`src/rtl/uart_pkg.sv`:
```
// Shared types for the UART receive path.
package uart_pkg;
    localparam int BYTE_W = 8;

    typedef enum logic [1:0] {
        IDLE,
        ACK,
        WAIT_LOW
    } rx_state_t;
endpackage

```
`src/rtl/uart_rx_fifo_if.sv`:
```
// Receiver-to-buffer byte link: level valid held until a one-cycle rdy, plus error flags.
// Master is the UART receiver, slave is the receive buffer.
interface uart_rx_fifo_if;
    import uart_pkg::*;

    logic              rx_valid;
    logic [BYTE_W-1:0] rx_data;
    logic              rx_ferr;
    logic              rx_gerr;
    logic              rx_rdy;

    modport master (
        output rx_valid, rx_data, rx_ferr, rx_gerr,
        input  rx_rdy
    );

    modport slave (
        input  rx_valid, rx_data, rx_ferr, rx_gerr,
        output rx_rdy
    );
endinterface

```
`src/rtl/uart_rx_fifo_sat_counter.sv`:
```
// Saturating event counter with synchronous clear.
// Latency: increment visible the cycle after the inc edge.
// Backpressure: none; holds at all-ones instead of wrapping, clr beats inc.
module sat_counter #(
    parameter int CW = 8
) (
    input  logic          clk,
    input  logic          rst,
    input  logic          clr,
    input  logic          inc,
    output logic [CW-1:0] q
);
    always_ff @(posedge clk) begin
        if (!rst) begin
            q <= '0;
        end else if (clr) begin
            q <= '0;
        end else if (inc && (q != '1)) begin
            q <= q + CW'(1);
        end
    end
endmodule

```
`src/rtl/uart_rx_fifo.sv`:
```
// Receive byte buffer: captures receiver bytes into a FWFT FIFO and counts frame/glitch/overflow events.
// Latency: byte on dout/count one cycle after its sampling edge; rx_rdy pulses that same next cycle.
// Backpressure: receiver is always acknowledged; a full FIFO drops the new byte unless popped on the same edge.
module uart_rx_fifo
    import uart_pkg::*;
#(
    parameter int DEPTH = 16,
    parameter int CW    = 8
) (
    input  logic                   clk,
    input  logic                   rst,
    uart_rx_fifo_if.slave          rx,
    input  logic                   rd_en,
    output logic [BYTE_W-1:0]      dout,
    output logic                   empty,
    output logic                   full,
    output logic [$clog2(DEPTH):0] count,
    output logic [CW-1:0]          ferr_cnt,
    output logic [CW-1:0]          gerr_cnt,
    output logic [CW-1:0]          ovf_cnt,
    input  logic                   clr_cnt
);
    localparam int AW = $clog2(DEPTH);

    rx_state_t         state;
    logic              rdy_q;
    logic [BYTE_W-1:0] mem [DEPTH];
    logic [AW-1:0]     wr_ptr;
    logic [AW-1:0]     rd_ptr;
    logic              capture;
    logic              push;
    logic              pop;
    logic              ferr_inc;
    logic              ovf_inc;

    assign empty = (count == '0);
    assign full  = (count == (AW+1)'(DEPTH));
    assign dout  = mem[rd_ptr];
    assign rx.rx_rdy = rdy_q;

    // A full FIFO still accepts when the consumer pops on the same edge.
    assign capture  = (state == IDLE) && rx.rx_valid;
    assign pop      = rd_en && !empty;
    assign push     = capture && !rx.rx_ferr && (!full || rd_en);
    assign ferr_inc = capture && rx.rx_ferr;
    assign ovf_inc  = capture && !rx.rx_ferr && full && !rd_en;

    always_ff @(posedge clk) begin
        if (!rst) begin
            state <= IDLE;
            rdy_q <= 1'b0;
        end else begin
            case (state)
                IDLE: begin
                    if (rx.rx_valid) begin
                        state <= ACK;
                        rdy_q <= 1'b1;
                    end
                end
                ACK: begin
                    state <= WAIT_LOW;
                    rdy_q <= 1'b0;
                end
                WAIT_LOW: begin
                    if (!rx.rx_valid) state <= IDLE;
                end
                default: begin
                    state <= IDLE;
                    rdy_q <= 1'b0;
                end
            endcase
        end
    end

    always_ff @(posedge clk) begin
        if (!rst) begin
            wr_ptr <= '0;
            rd_ptr <= '0;
            count  <= '0;
        end else begin
            if (push) wr_ptr <= wr_ptr + AW'(1);
            if (pop)  rd_ptr <= rd_ptr + AW'(1);
            if (push && !pop)      count <= count + (AW+1)'(1);
            else if (pop && !push) count <= count - (AW+1)'(1);
        end
    end

    always_ff @(posedge clk) begin
        if (push) mem[wr_ptr] <= rx.rx_data;
    end

    sat_counter #(.CW(CW)) u_ferr_cnt (
        .clk (clk), .rst (rst), .clr (clr_cnt), .inc (ferr_inc), .q (ferr_cnt)
    );

    sat_counter #(.CW(CW)) u_gerr_cnt (
        .clk (clk), .rst (rst), .clr (clr_cnt), .inc (rx.rx_gerr), .q (gerr_cnt)
    );

    sat_counter #(.CW(CW)) u_ovf_cnt (
        .clk (clk), .rst (rst), .clr (clr_cnt), .inc (ovf_inc), .q (ovf_cnt)
    );
endmodule
```
`src/flat_wrapper.sv`:
```
// flat-port wrapper written by rule: the top's interface ports become plain ports
module uart_rx_fifo_flat import uart_pkg::*;
#(
    parameter int DEPTH = 16,
    parameter int CW    = 8
)
  (clk, rst, rd_en, dout, empty, full, count, ferr_cnt, gerr_cnt, ovf_cnt, clr_cnt, rx_rx_valid, rx_rx_data, rx_rx_ferr, rx_rx_gerr, rx_rx_rdy);
  uart_rx_fifo_if rx_i ();
  input  logic clk;
  input  logic rst;
  input  logic rd_en;
  output logic [BYTE_W-1:0] dout;
  output logic empty;
  output logic full;
  output logic [$clog2(DEPTH):0] count;
  output logic [CW-1:0] ferr_cnt;
  output logic [CW-1:0] gerr_cnt;
  output logic [CW-1:0] ovf_cnt;
  input  logic clr_cnt;
  input wire logic [$bits(rx_i.rx_valid)-1:0] rx_rx_valid;
  input wire logic [$bits(rx_i.rx_data)-1:0] rx_rx_data;
  input wire logic [$bits(rx_i.rx_ferr)-1:0] rx_rx_ferr;
  input wire logic [$bits(rx_i.rx_gerr)-1:0] rx_rx_gerr;
  output wire logic [$bits(rx_i.rx_rdy)-1:0] rx_rx_rdy;
  assign rx_i.rx_valid = rx_rx_valid;
  assign rx_i.rx_data = rx_rx_data;
  assign rx_i.rx_ferr = rx_rx_ferr;
  assign rx_i.rx_gerr = rx_rx_gerr;
  assign rx_rx_rdy = rx_i.rx_rdy;
  uart_rx_fifo #(.DEPTH(DEPTH), .CW(CW)) u_core (.clk(clk), .rst(rst), .rx(rx_i), .rd_en(rd_en), .dout(dout), .empty(empty), .full(full), .count(count), .ferr_cnt(ferr_cnt), .gerr_cnt(gerr_cnt), .ovf_cnt(ovf_cnt), .clr_cnt(clr_cnt));
endmodule
```
`config.mk`:
```
export PLATFORM = sky130hd
export DESIGN_NAME = uart_rx_fifo_flat
export DESIGN_NICKNAME = d
export VERILOG_FILES = /design/src/rtl/uart_pkg.sv /design/src/rtl/uart_rx_fifo_if.sv /design/src/rtl/uart_rx_fifo_sat_counter.sv /design/src/rtl/uart_rx_fifo.sv /design/src/flat_wrapper.sv
export SDC_FILE = /design/constraint.sdc
export NUM_CORES = 1
export LEC_CHECK = 0
export ABC_CLOCK_PERIOD_IN_PS = 3100
export BUFFER_PORTS_ARGS = -buffer_cell sky130_fd_sc_hd__buf_4
export CAP_MARGIN = 20
export CORE_UTILIZATION = 50
export CTS_CLUSTER_DIAMETER = 30
export DETAILED_ROUTE_END_ITERATION = 8
export GPL_TIMING_DRIVEN = 0
export PLACE_DENSITY = 0.78
export SLEW_MARGIN = 10
export SYNTH_ARGS = -nofsm -noshare
export SYNTH_HDL_FRONTEND = slang
export SYNTH_SLANG_ARGS = --single-unit
```
`constraint.sdc`:
```
create_clock -name clk -period 3.1 [get_ports clk]
set_input_delay 0.155 -clock clk [delete_from_list [all_inputs] [get_ports clk]]
set_output_delay 0.155 -clock clk [all_outputs]
set_load 0.01 [all_outputs]
```
# --- Word-level counts from Yosys, hierarchy flattened ---
# Memories as Yosys holds them, arrays and structs flattened. A register that Yosys moved wholly into a read port is not among the register bits.
# Index checks and enable logic that the tools add are counted.
totals:
  reg_bits: 40
  ramBits: 128
  in_bits: 15
  output_inout_bits: 40
  wordCells: 62
  memories: 1
op_classes:
  addsub: 7
  eq_ne: 8
  muxes: 11
  bitwise_logic: 2
  n_reduce_logical: 25
memory_table:
  columns: ["name", "depth", "word_bits", "rd", "rd_ports_with_merged_regs", "write_ports", "line_no", "text"]
  rows:
  - ["u_core.mem", 16, 8, 1, 1, 1, "uart_rx_fifo.sv:27", "logic [BYTE_W-1:0] mem [DEPTH];"]
ops:
  columns: ["cell", "n"]
  rows:
  - ["8-bit by 1-bit adder with 8-bit output, second input constant", 3]
  - ["8-bit != test, second input constant", 3]
  - ["1-bit logical AND", 12]
  - ["5-bit 2-to-1 mux", 2]
  - ["4-bit by 1-bit adder with 4-bit output, second input constant", 2]
  - ["4-bit 2-to-1 mux", 2]
  - ["1-bit zero test", 6]
  - ["2-bit one-hot mux with 3 select lines", 1]
  - ["5-bit by 1-bit adder with 5-bit output, second input constant", 1]
  - ["5-bit equality test, second input constant", 1]
  - ["5-bit zero test", 1]
  - ["5-bit by 1-bit subtractor with 5-bit output, second input constant", 1]
  - ["2-bit 2-to-1 mux", 2]
  - ["2-bit != test, second input constant", 2]
  - ["2-bit AND reduction", 2]
  - ["1-bit 2-to-1 mux", 3]
  - ["2-bit by 1-bit equality test with 1-bit output, second input constant", 1]
  - ["2-bit equality test, second input constant", 1]
  - ["2-bit zero test", 1]
  - ["1-bit inverter", 2]
  - ["1-bit one-hot mux with 2 select lines", 1]
  - ["2-bit nonzero test", 1]
  - ["2-bit OR reduction", 1]
  - ["1-bit logical OR", 1]

# --- Longest topological paths before layout ---
# Gate-level depths: netlist of run 1.
depth:
  depth_word: 8
  mapped_depth: 10
  depth_no_buf: 10

# --- Modules after synthesis ---
# From an unflattened synthesis of run 1, not the netlist that was laid out.
hier_totals:
  hier_cells: 462
  hier_area_um2: 7178.1
modules_own_cells:
  columns: ["module", "instances", "cells_each", "area_each_um2", "seq_area_each_um2"]
  rows:
  - ["uart_rx_fifo", 1, 324, 5913.2, 4244.1]
  - ["sat_counter", 3, 46, 421.7, 160.2]

# --- Least setup slack after synthesis of run 1 ---
# OpenSTA, ideal clock, no wires.
synth_path:
  kind: "register to register"
  from: "register u_core.count[0]"
  to: "register u_core.count[3]"
  setup_time_ns: 0.122
  arrival_ns: 2.668
  t_required_ns: 2.978
  path_slack_ns: 0.310
  stages_incl_launch_ff: 11
  path_buffers: 0
  period_less_slack_ns: 2.790
  path_cell_list: "dfxtp_1 -> or4_4 -> o31ai_4 -> inv_4 -> ha_1 -> inv_1 -> ha_1 -> a21o_2 -> a21oi_1 -> nor4b_1 -> a311o_1"
synth_via:
  elab_chain_cells: 7
  word_cells_on_any_way: 16
  cone_classes: "add/sub: 2; eq/ne: 1; mux: 2; reduce/logical: 11"
synth_rtl:
  columns: ["element", "line_no", "text"]
  rows:
  - ["from (decl)", "uart_rx_fifo.sv:17", "output logic [$clog2(DEPTH):0] count,"]
  - ["from (signal assigned)", "uart_rx_fifo.sv:83", "if (push && !pop) count <= count + (AW+1)'(1);"]
  - ["from (signal assigned)", "uart_rx_fifo.sv:84", "else if (pop && !push) count <= count - (AW+1)'(1);"]
  - ["5-bit equality test *", "uart_rx_fifo.sv:37", "assign full = (count == (AW+1)'(DEPTH));"]
  - ["1-bit zero test *", "uart_rx_fifo.sv:44", "assign push = capture && !rx.rx_ferr && (!full || rd_en);"]
  - ["1-bit logical OR *", "uart_rx_fifo.sv:44", null]
  - ["1-bit logical AND *", "uart_rx_fifo.sv:44", null]
  - ["via u_core.push", "uart_rx_fifo.sv:31", "logic push;"]
  - ["1-bit zero test", "uart_rx_fifo.sv:84", null]
  - ["1-bit logical AND", "uart_rx_fifo.sv:84", null]
  - ["2-bit nonzero test (no line)", null, null]
# The timed path passes the listed nets; every way through them passes the cells marked *. The select of a mux whose other input is x is not followed.
# A chain may end at the register's enable or synchronous reset.

# --- Final worst setup path of run 1 ---
# Ends and elaborated chain as after synthesis.

==> impl_metrics.py, run 1 <==
metrics = {
    "status": {
        "status": "finished, final reports clean",
    },
    "drt": {
        "wl_per_cell_um": 19.6,
        "drt_iter0_drc": 405,
        "vias_per_cell": 5.78,
        "dr.pass1.iters": 4,
        "drc": 0,
        "routed_wl_um": 14100,
        "routed-via-count": 4171,
        "antenna_left": 0,
    },
    "power_and_ir_drop": {
        "p_seq_share_pct": 45.4,
        "combinationalPowerShare_pct": 20.4,
        "peakVddDrop_v": 0.000461,
        "p_clk_share_pct": 34.3,
        "total_power_mw": 5.76,
        "p_leak_nw": 2.82,
        "swShare_pct": 25.4,
        "p_switching_mw": 1.46,
        "p_per_area_mw_per_mm2": 695,
        "p_int_mw": 4.30,
    },
    "worst_setup_path": {
        "critPathArrivalTime_ns": 3.20,
        "path_max_fanout": 8,
        "cp-start-kind": "flop",
        "path_class": "reg -> reg",
        "reg2reg_depth": 10,
        "end_kind": "flop",
        "required_ns": 3.41,
    },
    "timing": {
        "drv_slew": 0,
        "finalSetupTns_ns": 0,
        "tightestPinTransition_ns": 0.748,
        "maxSlewHeadroom_pct": 50.1,
        "finClkSkew_ns": 0.0113,
        "fmax_ghz": 0.346,
        "post-route-period-util_pct": 93.2,
        "hold_ws_ns": 0.0325,
        "rsz0062_at_grt": "false",
        "min_period_ns": 2.89,
        "finalSetupViolations": 0,
        "hold_violations": 0,
    },
    "logic_synthesis": {
        "synthArstFlopShare_pct": 0,
        "synth_edf_count": 128,
        "ys.flop_type": "edfxtp_1",
        "ys.warnings.count": 0,
        "netlist_instances": 456,
        "synth_fp_nets": 484,
        "syn_area_mm2": 0.00710,
        "syn_avg_cell_area_um2": 15.6,
        "ys_seq_elements": 172,
        "yosysSeqAreaShare_pct": 66.5,
        "ys_types": 55,
    },
    "final_layout": {
        "multi_input_area_mm2": 0.00226,
        "nets": 558,
        "layout-area-overhead-vs-synth_pct": 16.6,
        "regArea_mm2": 0.00472,
        "fillers": 1069,
        "most-common-layout-cells": "128 x edfxtp_1, 55 x buf_4, 44 x dfxtp_1",
        "final_cells": 722,
        "final_common_cell": "edfxtp_1",
        "drive_above_1_share_pct": 23.6,
        "diodes": 0,
    },
    "global_route": {
        "grt_pass1_vias": 4261,
        "grt_overflow": 0,
        "grt_pass1_wl_um": 22500,
        "track_usage_pct": 21.2,
        "grt_max_degree": 17,
        "antenna_found_initial": 0,
    },
    "clock_network": {
        "cts.path.max_buffers": 2,
        "clk_latency_ns": 0.42,
        "root_buffer": "clkbuf_16",
        "clk_pin_slew_worst_paths_ns": 0.06,
        "holdBufCountCts": 0,
        "cts_buffers": 17,
        "htreeDepth": 4,
        "cts_tree": "yes",
        "numClockSinks": 172,
    },
    "die": {
        "die_h_um": 121,
        "die_area_mm2": 0.0147,
        "core_region_area_mm2": 0.0139,
        "initial_core_util_pct": 51.2,
        "pin_count": 55,
        "rows": 43,
        "die_x_um": 121,
    },
    "placed_design": {
        "io_buffers": 54,
        "hpwl_um": 9500,
        "placed_cells": 690,
        "gp_congestion": 0.812,
    },
    "hold_path": {
        "holdPathStages": 1,
        "hold_class": "in -> reg",
    },
    "run": {
        "maxCapViolations": 0,
    },
}
==> state kept, by name, summed over array words and instances (netlist names), named ones only <==
register / count
u_core.mem: 128
u_core.count: 5
u_core.wr_ptr: 4
u_core.rd_ptr: 4
u_core.state: 2
u_core.u_ovf_cnt.q: 8
u_core.rx.rx_rdy: 1
u_core.u_ferr_cnt.q: 8
u_core.u_gerr_cnt.q: 8
==> power by group through the flow <==
stage | sequential, mW | combinational, mW | clock (mW)
floorplan | 2.66 | 0.821 | 0
global placement | 2.65 | 1.16 | 0
detailed placement | 2.66 | 1.19 | 0
CTS | 2.61 | 1.19 | 2.00
global route | 2.62 | 1.29 | 2.08
finish | 2.61 | 1.17 | 1.97
==> path summary, 6_finish.rpt <==
kind / start / to / slack, ns
setup / recovery: u_core.count[0] / u_core.count[3] / 0.21
hold reg to reg: u_core.u_ovf_cnt.q[5] / u_core.u_ovf_cnt.q[5] / 0.49
hold / removal: rx_rx_data[6] / u_core.mem[2][6] / 0.03
setup reg to reg: u_core.count[0] / u_core.count[3] / 0.21
==> cells in the mapped netlist (all sizes together) (2+ instances only) <==
cell type / count / area, um^2
nor2b: 6 / 37.5
nand2: 31 / 116
and3: 12 / 75.1
nor2: 17 / 63.8
dfxtp: 44 / 881
a31oi: 4 / 25.0
nor4: 3 / 18.8
or4: 6 / 48.8
a21boi: 3 / 22.5
nand2b: 2 / 12.5
xor2: 2 / 17.5
edfxtp: 128 / 3840
o21ai: 10 / 61.3
nand3: 15 / 80.1
o41ai: 3 / 26.3
mux4: 32 / 721
and4: 7 / 66.3
xnor2: 11 / 96.3
ha: 12 / 150
mux2i: 5 / 50.1
buf: 7 / 31.3
nor4b: 2 / 32.5
o211ai: 2 / 15.0
o31ai: 5 / 51.3
clkbuf: 13 / 48.8
or3: 3 / 20.0
a21oi: 12 / 60.1
nor3: 5 / 25.0
and2: 12 / 75.1
a22oi: 16 / 120
inv: 9 / 36.3
o21a: 3 / 22.5
==> metal layers <==
layer  wire [um]  vias up  GRT usage (%)
met5           0        -              0
met4         229        0           8.26
met3         858       15           5.12
met2        7060      137           35.5
met1        5990     2074           26.7
li1            -     1945              -
==> critical path, cell delays in order (launching register included) <==
cell	delay, ns
dfxtp_1	0.39
or4_4	0.62
o31ai_4	0.34
inv_4	0.09
ha_1	0.22
inv_2	0.11
ha_1	0.24
a21o_2	0.21
a21oi_1	0.18
nor4b_1	0.07
a311o_1	0.32
==> stage by stage <==
| step | utilization [%] | setup slack [ns] | area, um^2 |
|---|---|---|---|
| floorplan | - | 0.310 | 7100 |
| global placement | 55.7 | 0.149 | 7730 |
| detailed placement | 55.7 | 0.106 | 7730 |
| CTS | 59.6 | 0.102 | 8270 |
| global route | 59.6 | 0.0460 | 8280 |
| finish | 59.6 | 0.210 | 8280 |
==> timing repair <==
action	CTS	global route
buffers inserted	0	1
setup endpoints to repair	0	2
gates resized for setup	0	1
==> cells by family after synthesis <==
group,after synthesis,synth area share [%]
compound gates,65,6.55
buf+inv,29,1.64
xor+xnor,13,1.60
fa+ha+maj,13,2.40
simple gates,127,10.4
flops,172,66.5
mux,37,10.9
==> cell type report <==
class / instances / area share (%)
flip-flops and latches: 172 / 57.1
multi-input cells: 255 / 27.3
clock buffers: 20 / 5.27
repair buffers: 55 / 4.99
well taps: 180 / 2.72
clock inverters: 11 / 1.24
plain buffers: 20 / 0.967
inverters: 9 / 0.438
No activity file was read; power rests on OpenSTA's default activity.
==> run 2, diff against run 1 <==
- ABC_CLOCK_PERIOD_IN_PS: 3100 -> 3000
- MAX_ROUTING_LAYER: default -> met4
- clock period: 3.1 -> 3 ns (I/O delays scaled with it)
==> run 2 against run 1 <==
Effect of this change:
- maximum frequency up 2.5%
- global-route usage up 0.62 points
- largest power group unchanged
- core utilization up 0.054 points
- sequential share of layout area down 0.052 points
- via count up 0.82%
- worst setup slack worse by 0.029 ns
- register-to-register slack worse by 0.03 ns
- critical path depth unchanged
- wire length up 0.54%
- flip-flop and latch count unchanged
- first-iteration DRC count unchanged
==> impl_metrics.py, run 2 (synthesized netlist as in run 1, its figures left out) <==
metrics = {
    "worst_setup_path": {
        "reg2reg_from": "u_core.count[1]",
        "required_ns": 3.32,
        "reg2reg_to": "u_core.count[3]",
        "rrSetupSlack_ns": 0.18,
        "cp-start-kind": "flop",
        "end_kind": "flop",
        "path_class": "reg -> reg",
        "reg2reg_depth": 10,
        "path_max_fanout": 8,
        "critPathArrivalTime_ns": 3.14,
    },
    "clock_network": {
        "holdBufCountCts": 0,
        "cts_buffers": 17,
        "clk_pin_slew_worst_paths_ns": 0.06,
        "cts_tree": "yes",
        "root_buffer": "clkbuf_16",
        "cts.path.max_buffers": 2,
        "htreeDepth": 4,
        "numClockSinks": 172,
        "clk_latency_ns": 0.43,
    },
    "final_layout": {
        "final_common_cell": "edfxtp_1",
        "layout-area-overhead-vs-synth_pct": 16.7,
        "final_util_pct": 59.7,
        "final_cells": 723,
        "nets": 559,
        "drive_above_1_share_pct": 23.8,
        "diodes": 0,
        "most-common-layout-cells": "128 x edfxtp_1, 56 x buf_4, 44 x dfxtp_1",
        "largest_reg_flops": 128,
        "regMostFlops": "u_core.mem",
    },
    "hold_path": {
        "holdPathStages": 1,
        "hold_class": "in -> reg",
        "min-delay-start": "rx_rx_data[3]",
        "whs_endpoint": "u_core.mem[6][3]",
    },
    "power_and_ir_drop": {
        "p_per_area_mw_per_mm2": 721,
        "combinationalPowerShare_pct": 20.7,
        "p_int_mw": 4.45,
        "peakVddDrop_v": 0.000587,
        "p_leak_nw": 2.82,
        "p_switching_mw": 1.52,
        "swShare_pct": 25.4,
        "p_clk_share_pct": 34.1,
        "p_seq_share_pct": 45.2,
    },
    "drt": {
        "routed_wl_um": 14200,
        "vias_per_cell": 5.82,
        "antenna_left": 0,
        "dr.pass1.iters": 4,
        "drc": 0,
        "drt_iter0_drc": 405,
        "wl_per_cell_um": 19.7,
        "routed-via-count": 4205,
    },
    "die": {
        "die_h_um": 121,
        "initial_core_util_pct": 51.2,
        "core_region_area_mm2": 0.0139,
        "die_x_um": 121,
        "pin_count": 55,
        "die_area_mm2": 0.0147,
        "rows": 43,
    },
    "timing": {
        "tightestPinTransition_ns": 0.739,
        "min_period_ns": 2.82,
        "hold_violations": 0,
        "finalSetupViolations": 0,
        "finalSetupTns_ns": 0,
        "rsz0062_at_grt": "false",
        "fmax_ghz": 0.355,
        "maxSlewHeadroom_pct": 50.7,
        "drv_slew": 0,
        "finClkSkew_ns": 0.0183,
        "post-route-period-util_pct": 94.0,
        "setup_ws_ns": 0.181,
    },
    "global_route": {
        "grt_pass1_wl_um": 22500,
        "grt_overflow": 0,
        "gr-usage-met1_pct": 27.0,
        "grt_max_degree": 17,
        "grt_pass1_vias": 4269,
        "track_usage_pct": 21.8,
        "met3_usage_pct": 4.70,
        "antenna_found_initial": 0,
        "grt_use_met2_pct": 35.5,
        "grt.busiest_layer": "met2",
    },
    "placed_design": {
        "io_buffers": 54,
        "gp_congestion": 0.824,
        "placed_cells": 690,
        "hpwl_um": 9500,
        "pre_cts_ws_ns": 0.00630,
    },
    "status": {
        "status": "finished, final reports clean",
    },
    "run": {
        "maxCapViolations": 0,
    },
}
[run 2: changes by cell type in the layout (fill, tap and decap cells not counted), sizes merged]
cell  before  now
buf       62   63
[run 2: power by group through the flow]
| stage | clock network [mW] | registers (mW) | logic, mW |
|---|---|---|---|
| 4_1_cts | 2.07 | 2.70 | 1.23 |
| 5_1_grt | 2.15 | 2.71 | 1.36 |
| 2_1_floorplan | 0 | 2.75 | 0.849 |
| 3_3_place_gp | 0 | 2.74 | 1.20 |
| 3_5_place_dp | 0 | 2.75 | 1.23 |
| 6_report | 2.04 | 2.70 | 1.24 |
[run 2: layout make-up]
type	count	area, um^2
tap	180	225
clock buffer	20	437
clock inverter	11	103
inverter	9	36.3
sequential	172	4720
buffer	20	80.1
timing repair buffer	56	420
multi-input combinational	255	2260
fill	1069	5590
[run 2: how the worst max path moves through the flow]
stage                                 end            start  slack, ns  cells past startpoint
after CTS                 u_core.count[3]  u_core.count[0]      0.002                     10
final                     u_core.count[3]  u_core.count[1]       0.18                     10
after global routing      u_core.count[3]  u_core.count[1]       0.03                     10
after global placement    u_core.count[3]  u_core.count[0]       0.05                     10
after detailed placement  u_core.count[3]  u_core.count[0]      0.006                     10
after floorplan           u_core.count[3]  u_core.count[0]       0.21                     10
[run 2: metrics by stage]
stage / power (mW) / hold WS (ns) / cell area (um^2)
after floorplan: 3.60 / 0.249 / 7100
after global placement: 3.94 / 0.440 / 7730
after global routing: 6.22 / 0.0237 / 8290
after CTS: 6.00 / 0.0134 / 8270
after detailed placement: 3.98 / 0.459 / 7730
final: 5.97 / 0.0253 / 8290
[run 2: metal layers]
layer  vias to the layer above  wire length, um
met5                         -                0
met4                         0              194
met1                      2107             6130
met3                        12              771
met2                       140             7120
li1                       1946                -
[run 2: timing repair]
item                                    in CTS  in global routing
setup buffers                                0                  2
resized for setup                            0                  1
endpoints found under the setup margin       0                  2
[run 2: worst max-delay path, stage by stage, from the launching register on]
cell and delay [ns]:
dfxtp_1 0.38, or4_4 0.56, o31ai_4 0.33, inv_4 0.09, ha_1 0.22, inv_2 0.11
ha_1 0.24, a21o_2 0.21, a21oi_1 0.18, nor4b_1 0.07, a311o_1 0.32
